## src/rtl/calc_responder_if.sv

```systemverilog
// calc_responder_if
//   Bundles the request and response banks for calc_responder.
//   Each bank has one lane per port.
//
//   input_packet[p]  : {command[1:0], data1[WIDTH-1:0], data2[WIDTH-1:0]}
//   output_packet[p] : {response[1:0], data[WIDTH-1:0]}
//
//   modport master : initiator side (drives input_packet, observes output_packet)
//   modport slave  : responder side (observes input_packet, drives output_packet)
interface calc_responder_if #(
  parameter int WIDTH = 32
);
  logic [3:0][2*WIDTH+1:0] input_packet;
  logic [3:0][WIDTH+1:0]   output_packet;

  modport master (
    output input_packet,
    input  output_packet
  );

  modport slave (
    input  input_packet,
    output output_packet
  );
endinterface

```

## src/rtl/calc_responder.sv

```systemverilog
// calc_responder
//   Four-port arithmetic responder. Each port latches one non-NOP command and
//   waits for a round-robin grant. Granted operands enter stage 1 of a shared
//   pipeline. Stage 2 computes the result and writes it back to the originating
//   port together with a one-cycle response pulse.
//
//   Ports:
//     clock : rising-edge clock
//     reset : asynchronous, active-low reset
//     bus   : calc_responder_if.slave (input_packet / output_packet banks)
//
//   Commands : 0 NOP, 1 ADD, 2 SUB, 3 SHL (only when CALC_SHIFT_EN is defined)
//   Responses: 0 NO_RESPONSE, 1 SUCCESS, 2 OVERFLOW, 3 INVALID
//
//   Build option:
//     CALC_SHIFT_EN defined   -> command 3 is a logical left shift, and
//                                OVERFLOW is reported if any 1 bit is lost.
//     CALC_SHIFT_EN undefined -> command 3 returns INVALID with data 0.
module calc_responder #(
  parameter int NUM_PORTS = 4,
  parameter int WIDTH     = 32
) (
  input logic            clock,
  input logic            reset,
  calc_responder_if.slave bus
);

  typedef enum logic [1:0] {
    ST_IDLE,
    ST_PENDING,
    ST_BUSY
  } port_state_t;

  localparam logic [1:0] CMD_NOP = 2'd0;
  localparam logic [1:0] CMD_ADD = 2'd1;
  localparam logic [1:0] CMD_SUB = 2'd2;
`ifdef CALC_SHIFT_EN
  localparam logic [1:0] CMD_SHL = 2'd3;
`endif

  localparam logic [1:0] RSP_NONE     = 2'd0;
  localparam logic [1:0] RSP_SUCCESS  = 2'd1;
  localparam logic [1:0] RSP_OVERFLOW = 2'd2;
  localparam logic [1:0] RSP_INVALID  = 2'd3;

  port_state_t      state    [NUM_PORTS];
  logic [1:0]       req_cmd  [NUM_PORTS];
  logic [WIDTH-1:0] req_d1   [NUM_PORTS];
  logic [WIDTH-1:0] req_d2   [NUM_PORTS];
  logic [WIDTH-1:0] out_data [NUM_PORTS];
  logic [1:0]       out_rsp  [NUM_PORTS];

  logic [1:0]       rr_ptr;

  logic             s1_valid;
  logic [1:0]       s1_port;
  logic [1:0]       s1_cmd;
  logic [WIDTH-1:0] s1_d1;
  logic [WIDTH-1:0] s1_d2;

  logic             grant_valid;
  logic [1:0]       grant_port;
  logic [1:0]       cand;

  logic [WIDTH:0]   add_full;
  logic [WIDTH-1:0] res_data;
  logic [1:0]       res_rsp;
`ifdef CALC_SHIFT_EN
  logic [2*WIDTH-1:0] shl_full;
`endif

  // Round-robin search. The loop runs from the farthest offset down to
  // rr_ptr itself, so the nearest PENDING port at or after rr_ptr is the
  // last one written and therefore wins.
  always_comb begin
    grant_valid = 1'b0;
    grant_port  = rr_ptr;
    cand        = rr_ptr;
    for (int i = NUM_PORTS - 1; i >= 0; i--) begin
      cand = rr_ptr + 2'(i);
      if (state[cand] == ST_PENDING) begin
        grant_valid = 1'b1;
        grant_port  = cand;
      end
    end
  end

  // Stage 2 datapath. The extra result bit catches the ADD carry.
  // The double-width shift catches any bits shifted out by SHL.
  always_comb begin
    add_full = {1'b0, s1_d1} + {1'b0, s1_d2};
`ifdef CALC_SHIFT_EN
    shl_full = {{WIDTH{1'b0}}, s1_d1} << s1_d2[$clog2(WIDTH)-1:0];
`endif
    res_data = '0;
    res_rsp  = RSP_INVALID;
    case (s1_cmd)
      CMD_ADD: begin
        res_data = add_full[WIDTH-1:0];
        res_rsp  = add_full[WIDTH] ? RSP_OVERFLOW : RSP_SUCCESS;
      end
      CMD_SUB: begin
        res_data = s1_d1 - s1_d2;
        res_rsp  = (s1_d2 > s1_d1) ? RSP_OVERFLOW : RSP_SUCCESS;
      end
`ifdef CALC_SHIFT_EN
      CMD_SHL: begin
        res_data = shl_full[WIDTH-1:0];
        res_rsp  = (|shl_full[2*WIDTH-1:WIDTH]) ? RSP_OVERFLOW : RSP_SUCCESS;
      end
`endif
      default: begin
        res_data = '0;
        res_rsp  = RSP_INVALID;
      end
    endcase
  end

  always_ff @(posedge clock or negedge reset) begin
    if (!reset) begin
      for (int p = 0; p < NUM_PORTS; p++) begin
        state[p]    <= ST_IDLE;
        req_cmd[p]  <= CMD_NOP;
        req_d1[p]   <= '0;
        req_d2[p]   <= '0;
        out_data[p] <= '0;
        out_rsp[p]  <= RSP_NONE;
      end
      rr_ptr   <= 2'd0;
      s1_valid <= 1'b0;
      s1_port  <= 2'd0;
      s1_cmd   <= CMD_NOP;
      s1_d1    <= '0;
      s1_d2    <= '0;
    end else begin
      for (int p = 0; p < NUM_PORTS; p++) begin
        out_rsp[p] <= RSP_NONE;
        case (state[p])
          ST_IDLE: begin
            if (bus.input_packet[p][2*WIDTH+1 -: 2] != CMD_NOP) begin
              req_cmd[p] <= bus.input_packet[p][2*WIDTH+1 -: 2];
              req_d1[p]  <= bus.input_packet[p][2*WIDTH-1 -: WIDTH];
              req_d2[p]  <= bus.input_packet[p][WIDTH-1:0];
              state[p]   <= ST_PENDING;
            end
          end
          ST_PENDING: begin
            if (grant_valid && grant_port == 2'(p)) state[p] <= ST_BUSY;
          end
          ST_BUSY: begin
            if (s1_valid && s1_port == 2'(p)) state[p] <= ST_IDLE;
          end
          default: state[p] <= ST_IDLE;
        endcase
      end

      // This assignment comes after the per-port pulse clear, so it takes
      // precedence over that clear.
      if (s1_valid) begin
        out_data[s1_port] <= res_data;
        out_rsp[s1_port]  <= res_rsp;
      end

      s1_valid <= grant_valid;
      if (grant_valid) begin
        s1_port <= grant_port;
        s1_cmd  <= req_cmd[grant_port];
        s1_d1   <= req_d1[grant_port];
        s1_d2   <= req_d2[grant_port];
        rr_ptr  <= grant_port + 2'd1;
      end
    end
  end

  always_comb begin
    for (int p = 0; p < NUM_PORTS; p++) begin
      bus.output_packet[p] = {out_rsp[p], out_data[p]};
    end
  end

endmodule

```

## src/flat_wrapper.sv

```systemverilog
// flat-port wrapper written by rule: the top's interface ports become plain ports
module calc_responder_flat 
#(
  parameter int NUM_PORTS = 4,
  parameter int WIDTH     = 32
)
  (clock, reset, bus_input_packet, bus_output_packet);
  calc_responder_if #(.WIDTH(WIDTH)) bus_i ();
  input logic clock;
  input logic reset;
  input wire logic [$bits(bus_i.input_packet)-1:0] bus_input_packet;
  output wire logic [$bits(bus_i.output_packet)-1:0] bus_output_packet;
  assign bus_i.input_packet = bus_input_packet;
  assign bus_output_packet = bus_i.output_packet;
  calc_responder #(.NUM_PORTS(NUM_PORTS), .WIDTH(WIDTH)) u_core (.clock(clock), .reset(reset), .bus(bus_i));
endmodule
```

## config.mk

```make
export PLATFORM = sky130hd
export DESIGN_NAME = calc_responder_flat
export DESIGN_NICKNAME = d
export VERILOG_FILES = /design/src/rtl/calc_responder_if.sv /design/src/rtl/calc_responder.sv /design/src/flat_wrapper.sv
export SDC_FILE = /design/constraint.sdc
export NUM_CORES = 1
export LEC_CHECK = 0
export BUFFER_PORTS_ARGS = -buffer_cell sky130_fd_sc_hd__buf_2
export CAP_MARGIN = 15
export CORE_MARGIN = 2
export CORE_UTILIZATION = 50
export CTS_BUF_LIST = sky130_fd_sc_hd__clkbuf_2
export DETAILED_ROUTE_END_ITERATION = 10
export GPL_ROUTABILITY_DRIVEN = 0
export PLACE_DENSITY_LB_ADDON = 0.08
export SLEW_MARGIN = 10
export SYNTH_ARGS = -nofsm -noshare
export SYNTH_HDL_FRONTEND = slang
export SYNTH_SLANG_ARGS = --single-unit
export TNS_END_PERCENT = 20
```

## constraint.sdc

```tcl
create_clock -name clock -period 7.8 [get_ports clock]
set_input_delay 1.56 -clock clock [delete_from_list [all_inputs] [get_ports clock]]
set_output_delay 1.56 -clock clock [all_outputs]
set_load 0.02 [all_outputs]
```

# == Word level (Yosys, flattened, before mapping) ==
# Index checks and enable logic that the tools add are counted.
# word_totals
wordCells,165
n_memories,0
ff_bits,479
out_inout_bits,136
in_bits,266
mem_bits_rw,0
rom_bits,0
latch_bits,0
# classes
n_div,0
muxes,55
eq_ne,32
n_lt_le_gt_ge,8
bitwise,7
n_reduce_logical,27
n_mul,0
addsub,6
n_shift,0
# ops
cell,count
$mux 32,5
$bmux 32 s2,2
$bwmux 128,1
$demux 32 s2,1
$pmux 32 s2,1
$mux 2,29
$add 32x32->33,1
$gt 32x32->1,1
$sub 32x32->32,1
$ne 2x1->1 const B,12
$pmux 2 s3,4
$eq 2x1->1 const B,11
$bmux 2 s2,5
$eq 2x2->1 const B,9
$ge 3x3->1 const B,6
$not 2->3,6
$logic_not 2->1,6
$reduce_and 3->1,4
$logic_and 1x1->1,9
$and 8x8->8,1
$mux 8,1
$reduce_and 2->1,4
$reduce_bool 2->1,4
$add 2x1->2 const B,2
other kinds (5),9

# == Longest topological paths before layout ==
# logic_depth
depth_word,14
ltp_mapped,13
ltp_nobuf,13

# == Least setup slack after synthesis ==
# No wires, ideal clock.
# synth_timing
kind,flip-flop to flip-flop
startpoint,register u_core.s1_d2[0]
endpoint,"register u_core.out_rsp, in the netlist u_core.bus.output_packet[33]"
required_time_ns,7.681
setup_time_ns,0.119
stages_incl_launch_ff,12
t_arrival_ns,2.792
slack_ns,4.889
cell_sequence,dfrtp_1 ha_1 fa_1 nor2b_1 o21ai_0 a31oi_1 nor4_2 o21ai_1 o31a_1 nor4b_1 or4b_4 and2_1
# synth_between
elab_chain_len,5
word_cells_on_any_way,7
classes_between,1 x add/sub; 1 x order compare; 4 x mux; 1 x bitwise
# synth_rtl
element,line,text
from (decl),calc_responder.sv:59,logic [WIDTH-1:0] s1_d2;
from (signal assigned),calc_responder.sv:169,s1_d2 <= req_d2[grant_port];
$add 32x32->33 / $gt 32x32->1 (equally long branches),"calc_responder.sv:91, calc_responder.sv:104",
"$mux 2, on equally long branches","calc_responder.sv:100, calc_responder.sv:104",
$pmux 2 s2 *,calc_responder.sv:97,case (s1_cmd)
$and 8x8->8 (no source line) *,--,
$mux 8 *,calc_responder.sv:159,if (s1_valid) begin
"to (signal, indexed assignment)",calc_responder.sv:161,out_rsp[s1_port] <= res_rsp;
to (decl),calc_responder.sv:51,logic [1:0] out_rsp [NUM_PORTS];
# Every way passes the cells marked *; elsewhere a longest branch is shown, timed or not.
# A chain may end at the register's enable or synchronous reset.

# == Worst setup path in the final report ==
# layout_timing
startpoint,register u_core.s1_d2[23]
endpoint,"register u_core.out_rsp, in the netlist u_core.bus.output_packet[33]"
# Same word-level chain as after synthesis.

==> flow_summary.json <==
{
  "cts_root_buffer": "clkbuf_2",
  "port_buffers": 401,
  "grt_pass1_vias": 17910,
  "dieHeight_um": 220.2,
  "cts.sinks": 479,
  "clk_pin_slew_ps": 100,
  "rsz0062_at_grt": "no",
  "p_leak_nw": 12.77,
  "insertion_delay_ps": 1180,
  "layout-drive-gt1-share_pct": 38.66,
  "criticalPathCategory": "reg2reg",
  "post-place-ws_ps": 4298,
  "synth_top_family_by_area": "multiplexers",
  "dpl.cell_count": 2949,
  "num-fill-cells": 4117,
  "fin_crit_ps": 3623,
  "fin_nets": 2803,
  "cts_hold_buf": 0,
  "finalCritPeriodShare_pct": 46.45,
  "cts_resized": 0,
  "async_flop_share_pct": 100.0,
  "drv_cap": 0,
  "synthFlopType": "dfrtp_1",
  "die_w_um": 220.2,
  "worst_pin_slew_ps": 1135,
  "antenna_found_initial": 26,
  "synthAdderAreaFrac_pct": 3.917,
  "ir_drop_uv": 232.9,
  "cp-end-kind": "flip-flop",
  "synth_nets": 2393,
  "area_growth_pct": 15.12,
  "drt-total-wl_mm": 65.10,
  "setup_violations": 0,
  "maxSlewHeadroom_pct": 24.35,
  "vias_per_cell": 5.616,
  "ys_seq_area_share_pct": 51.27,
  "die-area_um2": 48510,
  "clock_skew_ps": 147.3,
  "rows": 79,
  "synth_edf_count": 0,
  "gr-usage-all-layers_pct": 27.16,
  "grt_max_degree": 185,
  "final_cell_mix": "479 x dfrtp_1, 400 x buf_2, 325 x nand2_1, 268 x mux2_2, 179 x clkbuf_2",
  "synth-seq-cells": 479,
  "core-area_um2": 46360,
  "yosysWarnings": 0,
  "stdcell_count": 3167,
  "status": "complete, no violations",
  "fmax_mhz": 276.0,
  "yosys.area_share.simple_pct": 9.515,
  "cp.arrival_ps": 4590,
  "wl_met3_mm": 5.036,
  "synth_cells": 2055,
  "path_max_fanout": 9,
  "crit_required_ps": 8770,
  "syn_area_per_cell_um2": 11.38,
  "vias": 17790,
  "clock_path_buffers": 3,
  "final_common_cell": "dfrtp_1",
  "synth_compound_area_share_pct": 11.50,
  "wl_met2_mm": 29.45,
  "hold_viol_final": 0,
  "met1_length_mm": 29.06,
  "place.detailed.hpwl_mm": 46.26,
  "worst_path_max_delay_cell": "or4b_4",
  "layout_setup_ws_ps": 4177,
  "postCtsSetupBuffers": 0,
  "synthMuxAreaShare_pct": 19.48,
  "fin_setup_tns_ps": 0,
  "drt_pass1_iterations": 6,
  "synth_xor_xnor_area_share_pct": 0.7117,
  "fin_hold_ws_ps": 421.2,
  "p_per_area_nw_per_um2": 551.9,
  "synth.cell_area_um2": 23380,
  "crit_path_start_kind": "flip-flop",
  "overflow": 0,
  "route.top_layer_used": "met5",
  "grt_pass1_wl_mm": 100.7,
  "cp_slowest_stage_delay_ps": 530,
  "finalMaxSlewViolations": 0,
  "ant_nets": 0,
  "initial_core_util_pct": 50.44,
  "ctsHtreeMaxLevel": 3,
  "cts_made_buffers": 121,
  "hold_path_class": "in2async",
  "cts_tree": "built",
  "path_cells": "inv_1, ha_1, inv_2, a21oi_2, o2111ai_1, nor4_2, o21ai_1, o31a_1, nor4b_1, or4b_4, and2_1",
  "ys_types": 76,
  "wl_per_cell_um": 20.56,
  "drcViolationCount": 0,
  "drt-initial-drc-count": 1421,
  "pin_count": 402
}
[registers in the layout, summed over array words and instances, names as in the netlist]
register / flops
u_core.bus.output_packet: 136
u_core.state: 8
u_core.req_d1: 128
u_core.s1_d1: 32
u_core.rr_ptr: 2
u_core.s1_d2: 32
u_core.req_cmd: 8
u_core.s1_port: 2
u_core.req_d2: 128
u_core.s1_valid: 1
u_core.s1_cmd: 2
[final timing paths]
check                                                              start                                       end  slack (ps)  cells past startpoint
max in group asynchronous                                          reset              u_core.s1_d1[19]$_DFFE_PN0P_        5890                      2
min in group clock              u_core.bus.output_packet[15]$_DFFE_PN0P_  u_core.bus.output_packet[15]$_DFFE_PN0P_         480                      2
worst max register to register              u_core.s1_d2[23]$_DFFE_PN0P_    u_core.bus.output_packet[33]$_DFF_PN0_        4180                     11
worst min-delay path                                               reset  u_core.bus.output_packet[29]$_DFFE_PN0P_         420                      1
worst min register to register  u_core.bus.output_packet[15]$_DFFE_PN0P_  u_core.bus.output_packet[15]$_DFFE_PN0P_         480                      2
worst max-delay path                        u_core.s1_d2[23]$_DFFE_PN0P_    u_core.bus.output_packet[33]$_DFF_PN0_        4180                     11
[per-stage QoR]
step	total power, mW	cell area (µm²)	utilization, %
after floorplan	10.71	23380	-
after global placement	13.01	25800	55.65
after detailed placement	13.17	25800	55.65
after CTS	14.91	26870	57.97
after global routing	16.03	26900	58.02
final	14.85	26920	58.06
[critical path, delay by kind of cell (launching register included)]
kind | cells | cell delay (ps)
compound gates | 4 | 940
fa+ha+maj | 1 | 510
buf+inv | 2 | 210
flops | 1 | 390
simple gates | 4 | 1340
[layer usage]
layer	global-route usage (%)	vias to the layer above
li1	-	8197
met1	38.10	8853
met2	40.56	618
met3	7.491	101
met4	9.866	18
met5	0	-
[cells by family after synthesis]
kind of cell / count (synthesis)
and+or+nand+nor: 522
AOI/OAI and AO/OA: 421
DFF: 479
adders and majority gates: 72
buffers and inverters: 203
xor gates and xnor gates: 19
muxes: 339
[synthesized netlist by cell type (7+ instances only)]
master	count	area, µm²
a31oi_1	11	68.82
inv_1	69	259.0
clkbuf_1	96	360.4
a221o_1	7	70.07
xnor2_1	13	113.9
nand2_1	325	1220
a221oi_1	9	78.83
o21bai_1	21	157.7
dfrtp_1	479	11990
a21o_1	11	82.58
nand4_1	10	62.56
buf_2	13	65.06
a21oi_1	68	340.3
o31ai_1	17	127.6
a22oi_1	15	112.6
a211oi_1	11	82.58
mux4_2	66	1486
o21a_1	8	60.06
o21ai_1	7	35.03
or2_2	9	56.30
o22ai_1	11	68.82
nand3_1	14	70.07
nor3_1	23	115.1
nand2b_1	14	87.58
buf_4	13	97.59
mux2_2	268	3018
ha_1	70	875.8
nor2b_1	18	112.6
o21ai_0	167	835.8
nor2_1	83	311.6
o211ai_1	10	75.07
[report_power, final]
part	internal [mW]	leakage, nW	switching (mW)	total (mW)
Sequential	3.70	5.81	0.698	4.40
Combinational	3.63	6.14	5.12	8.76
Clock	0.704	0.825	0.995	1.70
Total	8.04	12.8	6.81	14.9
[layout make-up]
cell class              count  area (µm²)  share of cell area [%]
flip-flops and latches    479       11990                   44.53
clock inverters            22       177.7                  0.6601
repair buffers            416        2155                   8.005
diodes                     17       42.54                  0.1581
well taps                 607       759.5                   2.822
inverters                  74       281.5                   1.046
multi-input cells        1373       10620                   39.45
clock buffers             179       895.9                   3.328
Note: power is estimated with default switching activity, not from simulation.
